==> src/rtl/coder_seq_pkg.sv <==
// coder_seq_pkg: shared encodings for the coder operation scheduler.
// Holds op / core phase codes, coder modes and their cycle budgets,
// the step-type encoding used by the step ROM, and the FSM state codes.
package coder_seq_pkg;

    localparam logic [1:0] OP_KEYGEN  = 2'd0;
    localparam logic [1:0] OP_ENC     = 2'd1;
    localparam logic [1:0] OP_DEC     = 2'd2;
    localparam logic [1:0] OP_ILLEGAL = 2'd3;

    localparam logic [1:0] CORE_KEYGEN = 2'd0;
    localparam logic [1:0] CORE_ENC    = 2'd1;
    localparam logic [1:0] CORE_DEC    = 2'd2;

    localparam logic [3:0] MODE_NONE = 4'd0;
    localparam logic [3:0] MODE_1    = 4'd1;
    localparam logic [3:0] MODE_2    = 4'd2;
    localparam logic [3:0] MODE_3    = 4'd3;
    localparam logic [3:0] MODE_4    = 4'd4;
    localparam logic [3:0] MODE_5    = 4'd5;
    localparam logic [3:0] MODE_6    = 4'd6;
    localparam logic [3:0] MODE_7    = 4'd7;
    localparam logic [3:0] MODE_8    = 4'd8;

    localparam logic [6:0] BUDGET_1 = 7'd67;
    localparam logic [6:0] BUDGET_2 = 7'd67;
    localparam logic [6:0] BUDGET_3 = 7'd64;
    localparam logic [6:0] BUDGET_4 = 7'd34;
    localparam logic [6:0] BUDGET_5 = 7'd100;
    localparam logic [6:0] BUDGET_6 = 7'd64;
    localparam logic [6:0] BUDGET_7 = 7'd98;
    localparam logic [6:0] BUDGET_8 = 7'd34;

    typedef enum logic [2:0] {
        STEP_LOAD_ENC = 3'd0,
        STEP_LOAD_DEC = 3'd1,
        STEP_CODER    = 3'd2,
        STEP_CORE     = 3'd3,
        STEP_END      = 3'd4
    } step_kind_t;

    typedef struct packed {
        step_kind_t  kind;
        logic [3:0]  mode;
        logic [6:0]  budget;
        logic [1:0]  core_step;
    } step_t;

    localparam logic [2:0] ST_IDLE        = 3'd0;
    localparam logic [2:0] ST_LOAD        = 3'd1;
    localparam logic [2:0] ST_CODER_ISSUE = 3'd2;
    localparam logic [2:0] ST_CODER_WAIT  = 3'd3;
    localparam logic [2:0] ST_GAP_WAIT    = 3'd4;
    localparam logic [2:0] ST_CORE        = 3'd5;
    localparam logic [2:0] ST_FINISH      = 3'd6;

    function automatic logic [6:0] mode_budget(input logic [3:0] mode);
        logic [6:0] b;
        case (mode)
            MODE_1:  b = BUDGET_1;
            MODE_2:  b = BUDGET_2;
            MODE_3:  b = BUDGET_3;
            MODE_4:  b = BUDGET_4;
            MODE_5:  b = BUDGET_5;
            MODE_6:  b = BUDGET_6;
            MODE_7:  b = BUDGET_7;
            MODE_8:  b = BUDGET_8;
            default: b = 7'd0;
        endcase
        return b;
    endfunction

    function automatic step_t mk_step(input step_kind_t kind,
                                      input logic [3:0] mode,
                                      input logic [1:0] core_step);
        step_t s;
        s.kind      = kind;
        s.mode      = mode;
        s.budget    = mode_budget(mode);
        s.core_step = core_step;
        return s;
    endfunction

endpackage

==> src/rtl/coder_seq_rom.sv <==
// coder_seq_rom: combinational step table, (op, step index) -> step record.
// Any index past the end of an op's list reads as STEP_END.
module coder_seq_rom
    import coder_seq_pkg::*;
(
    input  logic [1:0] op,
    input  logic [2:0] idx,
    output step_t      step
);

    // Fixed per-op step lists
    always_comb begin
        step = mk_step(STEP_END, MODE_NONE, 2'd0);
        case (op)
            OP_KEYGEN: begin
                case (idx)
                    3'd0:    step = mk_step(STEP_CORE,  MODE_NONE, CORE_KEYGEN);
                    3'd1:    step = mk_step(STEP_CODER, MODE_1,    2'd0);
                    3'd2:    step = mk_step(STEP_CODER, MODE_2,    2'd0);
                    default: step = mk_step(STEP_END,   MODE_NONE, 2'd0);
                endcase
            end
            OP_ENC: begin
                case (idx)
                    3'd0:    step = mk_step(STEP_LOAD_ENC, MODE_NONE, 2'd0);
                    3'd1:    step = mk_step(STEP_CODER,    MODE_3,    2'd0);
                    3'd2:    step = mk_step(STEP_CODER,    MODE_4,    2'd0);
                    3'd3:    step = mk_step(STEP_CORE,     MODE_NONE, CORE_ENC);
                    3'd4:    step = mk_step(STEP_CODER,    MODE_5,    2'd0);
                    default: step = mk_step(STEP_END,      MODE_NONE, 2'd0);
                endcase
            end
            OP_DEC: begin
                case (idx)
                    3'd0:    step = mk_step(STEP_LOAD_DEC, MODE_NONE, 2'd0);
                    3'd1:    step = mk_step(STEP_CODER,    MODE_6,    2'd0);
                    3'd2:    step = mk_step(STEP_CODER,    MODE_7,    2'd0);
                    3'd3:    step = mk_step(STEP_CORE,     MODE_NONE, CORE_DEC);
                    3'd4:    step = mk_step(STEP_CODER,    MODE_8,    2'd0);
                    default: step = mk_step(STEP_END,      MODE_NONE, 2'd0);
                endcase
            end
            default: step = mk_step(STEP_END, MODE_NONE, 2'd0);
        endcase
    end

endmodule

==> src/rtl/coder_seq.sv <==
// coder_seq: operation scheduler for the coder pack/unpack block.
// Runs the KeyGen / Enc / Dec step lists: load pulses, budget-timed coder
// modes, and core handshake phases. All outputs are registered.
// Optional build macro CODER_SEQ_TIMEOUT_EN adds a core handshake watchdog.
//
// state          | meaning
// ---------------+-----------------------------------------------------
// IDLE           | waiting for start
// LOAD           | load pulse cycle
// CODER_ISSUE    | coder_active/coder_mode pulse, budget counter loaded
// CODER_WAIT     | counting down the rest of the coder budget
// GAP_WAIT       | GAP idle cycles after a load or coder step
// CORE           | core_req held until core_ack (or watchdog expiry)
// FINISH         | done pulse, back to IDLE
module coder_seq
    import coder_seq_pkg::*;
#(
    parameter int GAP     = 1,
    parameter int TIMEOUT = 4096
) (
    input  logic       clk,
    input  logic       rst,
    input  logic       start,
    input  logic [1:0] op,
    output logic       busy,
    output logic       done,
    output logic       err,
    output logic       coder_active,
    output logic [3:0] coder_mode,
    output logic       load_input_Enc,
    output logic       load_input_Dec,
    output logic       core_req,
    output logic [1:0] core_step,
    input  logic       core_ack
);

    localparam logic [6:0] GAP_M1 = 7'(GAP - 1);

    logic [2:0] state_q, state_d;
    logic [2:0] idx_q, idx_d;
    logic [1:0] op_q, op_d;
    logic [6:0] cnt_q, cnt_d;
    logic       go;

    logic       busy_q, busy_d;
    logic       done_q, done_d;
    logic       err_q, err_d;
    logic       active_q, active_d;
    logic [3:0] mode_q, mode_d;
    logic       load_enc_q, load_enc_d;
    logic       load_dec_q, load_dec_d;
    logic       core_req_q, core_req_d;
    logic [1:0] core_step_q, core_step_d;

    logic [1:0] rom_op;
    logic [2:0] rom_idx;
    step_t      rom_step;

`ifdef CODER_SEQ_TIMEOUT_EN
    localparam logic [12:0] TIMEOUT_W = 13'(TIMEOUT);
    logic [12:0] wd_q, wd_d;
`else
    logic unused_timeout;
    assign unused_timeout = (TIMEOUT != 0);
`endif

    // While idle the table is addressed by the incoming op at step 0,
    // otherwise by the latched op at the step after the current one.
    assign rom_op  = (state_q == ST_IDLE) ? op   : op_q;
    assign rom_idx = (state_q == ST_IDLE) ? 3'd0 : idx_q + 3'd1;

    coder_seq_rom u_rom (
        .op   (rom_op),
        .idx  (rom_idx),
        .step (rom_step)
    );

    // Next state, counters and next output values
    always_comb begin
        state_d     = state_q;
        idx_d       = idx_q;
        op_d        = op_q;
        cnt_d       = cnt_q;
        go          = 1'b0;
        err_d       = 1'b0;
        active_d    = 1'b0;
        mode_d      = MODE_NONE;
        load_enc_d  = 1'b0;
        load_dec_d  = 1'b0;
        core_req_d  = 1'b0;
        core_step_d = 2'd0;
`ifdef CODER_SEQ_TIMEOUT_EN
        wd_d        = wd_q;
`endif

        case (state_q)
            ST_IDLE: begin
                if (start) begin
                    op_d = op;
                    if (op == OP_ILLEGAL) begin
                        state_d = ST_FINISH;
                        err_d   = 1'b1;
                    end else begin
                        go = 1'b1;
                    end
                end
            end
            ST_LOAD: begin
                state_d = ST_GAP_WAIT;
                cnt_d   = GAP_M1;
            end
            ST_CODER_ISSUE: begin
                state_d = ST_CODER_WAIT;
            end
            ST_CODER_WAIT: begin
                // Leaves as the count reaches zero, so issue + wait == budget.
                if (cnt_q <= 7'd1) begin
                    state_d = ST_GAP_WAIT;
                    cnt_d   = GAP_M1;
                end else begin
                    cnt_d = cnt_q - 7'd1;
                end
            end
            ST_GAP_WAIT: begin
                if (cnt_q == 7'd0) begin
                    go = 1'b1;
                end else begin
                    cnt_d = cnt_q - 7'd1;
                end
            end
            ST_CORE: begin
                if (core_ack) begin
                    go = 1'b1;
                end
`ifdef CODER_SEQ_TIMEOUT_EN
                else if (wd_q == TIMEOUT_W) begin
                    state_d = ST_FINISH;
                    err_d   = 1'b1;
                end
`endif
                else begin
                    core_req_d  = 1'b1;
                    core_step_d = core_step_q;
`ifdef CODER_SEQ_TIMEOUT_EN
                    wd_d        = wd_q + 13'd1;
`endif
                end
            end
            ST_FINISH: begin
                state_d = ST_IDLE;
            end
            default: begin
                state_d = ST_IDLE;
            end
        endcase

        if (go) begin
            idx_d = rom_idx;
            case (rom_step.kind)
                STEP_LOAD_ENC: begin
                    state_d    = ST_LOAD;
                    load_enc_d = 1'b1;
                end
                STEP_LOAD_DEC: begin
                    state_d    = ST_LOAD;
                    load_dec_d = 1'b1;
                end
                STEP_CODER: begin
                    state_d  = ST_CODER_ISSUE;
                    active_d = 1'b1;
                    mode_d   = rom_step.mode;
                    cnt_d    = rom_step.budget - 7'd1;
                end
                STEP_CORE: begin
                    state_d     = ST_CORE;
                    core_req_d  = 1'b1;
                    core_step_d = rom_step.core_step;
`ifdef CODER_SEQ_TIMEOUT_EN
                    wd_d        = 13'd0;
`endif
                end
                default: begin
                    state_d = ST_FINISH;
                end
            endcase
        end
    end

    assign busy_d = (state_d != ST_IDLE) && (state_d != ST_FINISH);
    assign done_d = (state_d == ST_FINISH);

    // State, counters and output registers
    always_ff @(posedge clk or negedge rst) begin
        if (!rst) begin
            state_q     <= ST_IDLE;
            idx_q       <= 3'd0;
            op_q        <= 2'd0;
            cnt_q       <= 7'd0;
            busy_q      <= 1'b0;
            done_q      <= 1'b0;
            err_q       <= 1'b0;
            active_q    <= 1'b0;
            mode_q      <= MODE_NONE;
            load_enc_q  <= 1'b0;
            load_dec_q  <= 1'b0;
            core_req_q  <= 1'b0;
            core_step_q <= 2'd0;
        end else begin
            state_q     <= state_d;
            idx_q       <= idx_d;
            op_q        <= op_d;
            cnt_q       <= cnt_d;
            busy_q      <= busy_d;
            done_q      <= done_d;
            err_q       <= err_d;
            active_q    <= active_d;
            mode_q      <= mode_d;
            load_enc_q  <= load_enc_d;
            load_dec_q  <= load_dec_d;
            core_req_q  <= core_req_d;
            core_step_q <= core_step_d;
        end
    end

`ifdef CODER_SEQ_TIMEOUT_EN
    // Core handshake watchdog
    always_ff @(posedge clk or negedge rst) begin
        if (!rst) begin
            wd_q <= 13'd0;
        end else begin
            wd_q <= wd_d;
        end
    end
`endif

    assign busy           = busy_q;
    assign done           = done_q;
    assign err            = err_q;
    assign coder_active   = active_q;
    assign coder_mode     = mode_q;
    assign load_input_Enc = load_enc_q;
    assign load_input_Dec = load_dec_q;
    assign core_req       = core_req_q;
    assign core_step      = core_step_q;

endmodule
==> config.mk <==
export PLATFORM = sky130hd
export DESIGN_NAME = coder_seq
export DESIGN_NICKNAME = d
export VERILOG_FILES = /design/src/rtl/coder_seq_pkg.sv /design/src/rtl/coder_seq_rom.sv /design/src/rtl/coder_seq.sv
export SDC_FILE = /design/constraint.sdc
export NUM_CORES = 1
export LEC_CHECK = 0
export CORE_UTILIZATION = 50
export CTS_BUF_LIST = sky130_fd_sc_hd__clkbuf_4 sky130_fd_sc_hd__clkbuf_8
export CTS_CLUSTER_DIAMETER = 40
export DETAILED_ROUTE_END_ITERATION = 7
export HOLD_SLACK_MARGIN = 0.12
export PLACE_DENSITY = 0.85
export SYNTH_ARGS = -nofsm -noshare
export SYNTH_HDL_FRONTEND = slang
export SYNTH_SLANG_ARGS = --single-unit
==> constraint.sdc <==
create_clock -name clk -period 2.5 [get_ports clk]
set_input_delay 0.75 -clock clk [delete_from_list [all_inputs] [get_ports clk]]
set_output_delay 0.75 -clock clk [all_outputs]
set_load 0.05 [all_outputs]
==> results.cfg <==
[global_routing]
grt_usage = 0.272
global_route.overflow_total = 0
grt_first_pass_wirelength_microns = 8900
vias_in_the_first_global_route = 1894
grt_max_degree = 29
antenna_found_initial = 0

[floorplanning]
number_of_top_level_pins = 19
num_rows = 22
die_area_sq_mm = 0.00424
dieWidth_microns = 65.1
dieHeight_microns = 65.1
core_region_area_sq_mm = 0.00374
initial_core_utilization = 0.532

[job]
maxCapViolations = 0

[cells_and_area]
antennaDiodeCount = 0
flow.area_growth_from_synthesis_pct = 28.2
num-nets-final = 266
layout.cells.most_common = sky130_fd_sc_hd__buf_4
final_cell_mix = sky130_fd_sc_hd__buf_4 (34), sky130_fd_sc_hd__dfrtp_1 (27), sky130_fd_sc_hd__clkdlybuf4s50_1 (17), sky130_fd_sc_hd__nor2_1 (13), sky130_fd_sc_hd__nand2_1 (13)
layout-drive-gt1-share = 0.260
fill_cells = 298
layoutNonFillerInstCount = 302
final_core_utilization = 0.681

[power_and_ir_drop]
power.leakage_uw = 0.00110
ir_worst_vdd_mv = 1.17
power.density_cell_area_mw_per_mm2 = 1570
report.power.total_uw = 4010

[timing]
setup_slack_ns = 0.0898
max_clock_freq_mhz = 415
tightestPinTransition_ns = 0.520
hold_slack_ns = 0.516
finalWorstPathRequiredPeriod_ns = 2.41
timing.clock.skew_ns = 0.00733
final_hold_viol_count = 0
maxSlewViolCount = 0
max_slew_margin = 0.651
finalCritPeriodShare = 0.964
report.final.setup_viol = 0

[logic_synthesis]
yosysWarnings = 0
synth_enable_flop_cells = 0
biggest_area_consumer_among_synthesized_cells = sky130_fd_sc_hd__dfrtp_1
syn-cell-area_sq_mm = 0.00199
netlist.area_leader.share = 0.352
postSynthNetCount = 221
synthesis.instances = 210
yosys_register_bits = 28
synth-main-ff-cell = sky130_fd_sc_hd__dfrtp_1
cells_taking_the_most_area_after_synthesis = sky130_fd_sc_hd__dfrtp_1 (35%), sky130_fd_sc_hd__ha_1 (3.1%), sky130_fd_sc_hd__a21oi_1 (3.0%)
post_synth.cell_area_avg_sq_um = 9.48
yosys.cell_types.count = 67
synth-async-reset-ratio = 1.00
synth-seq-area-share = 0.352

[critical_path]
crit_required_ns = 2.66
timing_worst_setup_path_type = reg2reg
critPathCaptureType = flop
crit_path_launch_type = flop
rr_endpoint = cnt_q[6]
arrival_ns = 2.57
crit-reg2reg-launch = idx_q[0]
worst_r2r_path_depth = 9
critical_path.max_fanout = 5
r2r_slack_ns = 0.09

[routing]
drt-wirelength-per-cell_microns = 17.7
routed_via_density = 6.32
drt_pre_antenna_iters = 5
drtAntennaViolNets = 0
wirelength_microns = 5350
drtIter0Drc = 171
dr_total_vias = 1908
drcViolationCount = 0

[placed_design]
place_congestion = 0.913
placement.io_buffers = 18
place.detailed.instances = 290
hpwlAfterDp_microns = 3740
post-place-ws_ns = -0.444

[run_status]
outcome = finished, final reports clean

[clock_tree]
cts.htree.levels = 1
insertion_delay_ns = 0.28
clockBufferDepth = 2
cts.clk_slew.worst_paths_ns = 0.10
clock_tree_from_tritoncts = done
cts_root_cell = sky130_fd_sc_hd__clkbuf_8
cts.sink_count = 28
cts-buffers-inserted = 3

[min_path]
hold-path-cell-count = 1
hold_path.startpoint = core_step[1]
min_delay_worst_endpoint = core_step[1]
hp-class = reg2reg
[cells by family after synthesis]
kind of cell,count (synthesis),synth area share
DFF,28,0.352
muxes,11,0.0610
buffers and inverters,19,0.0446
xor gates and xnor gates,3,0.0132
and+or+nand+nor,76,0.237
adders and majority gates,5,0.0314
AOI/OAI and AO/OA,68,0.261
[critical path: stages (launching register included)]
cell and delay, ns:
sky130_fd_sc_hd__dfrtp_1 0.42, sky130_fd_sc_hd__ha_4 0.18, sky130_fd_sc_hd__xnor2_1 0.44, sky130_fd_sc_hd__nor2_1 0.15, sky130_fd_sc_hd__a41oi_2 0.27, sky130_fd_sc_hd__o21a_1 0.17
sky130_fd_sc_hd__ha_2 0.18, sky130_fd_sc_hd__a221o_1 0.15, sky130_fd_sc_hd__a31oi_1 0.05, sky130_fd_sc_hd__mux2_4 0.28
[per-stage QoR]
step / cell area [sq um] / TNS, ns
6_report: 2550 / 0
4_1_cts: 2520 / -0.0125
2_1_floorplan: 1990 / 0
5_1_grt: 2550 / -0.0183
3_3_place_gp: 2360 / -3.61
3_5_place_dp: 2360 / -4.47
[flip-flops by register name, summed over array words and instances, names as in the netlist]
signal / flops
cnt_q: 7
coder_mode: 4
idx_q: 3
state_q: 3
core_step: 2
op_q: 2
busy: 1
coder_active: 1
core_req: 1
done: 1
err: 1
load_input_Dec: 1
load_input_Enc: 1
[report_power, final]
group | switching [uW] | total [uW] | internal, uW
combinational | 1540 | 2810 | 1280
sequential | 233 | 842 | 609
clock | 141 | 356 | 214
[per-layer routing]
layer  track usage  up-vias  wire length, microns
met5             0        -                     0
met4         0.101        0                   150
met3        0.0295       19                   312
met2         0.474       69                  2680
met1         0.348      925                  2200
li1              -      895                     -
[area by class of cell]
class | count | area (sq um) | area share
Inverter | 7 | 26.3 | 0.0103
Tap cell | 48 | 60.1 | 0.0235
Multi-Input combinational cell | 163 | 1250 | 0.491
Sequential cell | 28 | 702 | 0.275
Clock inverter | 1 | 30.0 | 0.0118
Timing Repair Buffer | 52 | 438 | 0.172
Clock buffer | 3 | 41.3 | 0.0162
[what timing repair did]
| action | 4_1_cts | 5_1_grt |
|---|---|---|
| resized for setup | 6 | 6 |
| setup endpoints to repair | 3 | 16 |
| pin swaps | 2 | 2 |
| buffers inserted | 7 | 1 |
| hold buffers | 0 | 0 |
[worst max path at each step]
| stage | startpoint | endpoint | slack, ns |
|---|---|---|---|
| 2_1_floorplan | op[0] | cnt_q[6] | 0.03 |
| 5_1_grt | idx_q[0] | cnt_q[6] | -0.02 |
| 3_5_place_dp | op[0] | cnt_q[6] | -0.44 |
| 3_3_place_gp | op[0] | cnt_q[6] | -0.33 |
| 4_1_cts | op[0] | cnt_q[6] | -0.01 |
| 6_report | idx_q[0] | cnt_q[6] | 0.09 |
[synthesized netlist by cell type (3+ instances only)]
library cell               count
sky130_fd_sc_hd__buf_2         5
sky130_fd_sc_hd__a31oi_1       4
sky130_fd_sc_hd__o21a_1        5
sky130_fd_sc_hd__dfrtp_1      28
sky130_fd_sc_hd__inv_1         6
sky130_fd_sc_hd__nor2_1       13
sky130_fd_sc_hd__a22oi_1       4
sky130_fd_sc_hd__nand3_1       4
sky130_fd_sc_hd__nor4_1        4
sky130_fd_sc_hd__nor3b_1       4
sky130_fd_sc_hd__a21oi_1      12
sky130_fd_sc_hd__nand2_1      13
sky130_fd_sc_hd__nor2b_1       4
sky130_fd_sc_hd__a21o_1        3
sky130_fd_sc_hd__nand2b_1      6
sky130_fd_sc_hd__clkbuf_1      5
sky130_fd_sc_hd__o31ai_1       4
sky130_fd_sc_hd__nor3_1        5
sky130_fd_sc_hd__a22o_1        3
sky130_fd_sc_hd__or3_1         4
sky130_fd_sc_hd__o21ai_0       7
sky130_fd_sc_hd__mux2_2        4
sky130_fd_sc_hd__mux2i_1       5
sky130_fd_sc_hd__ha_1          5
(Power assumes the default switching activity.)
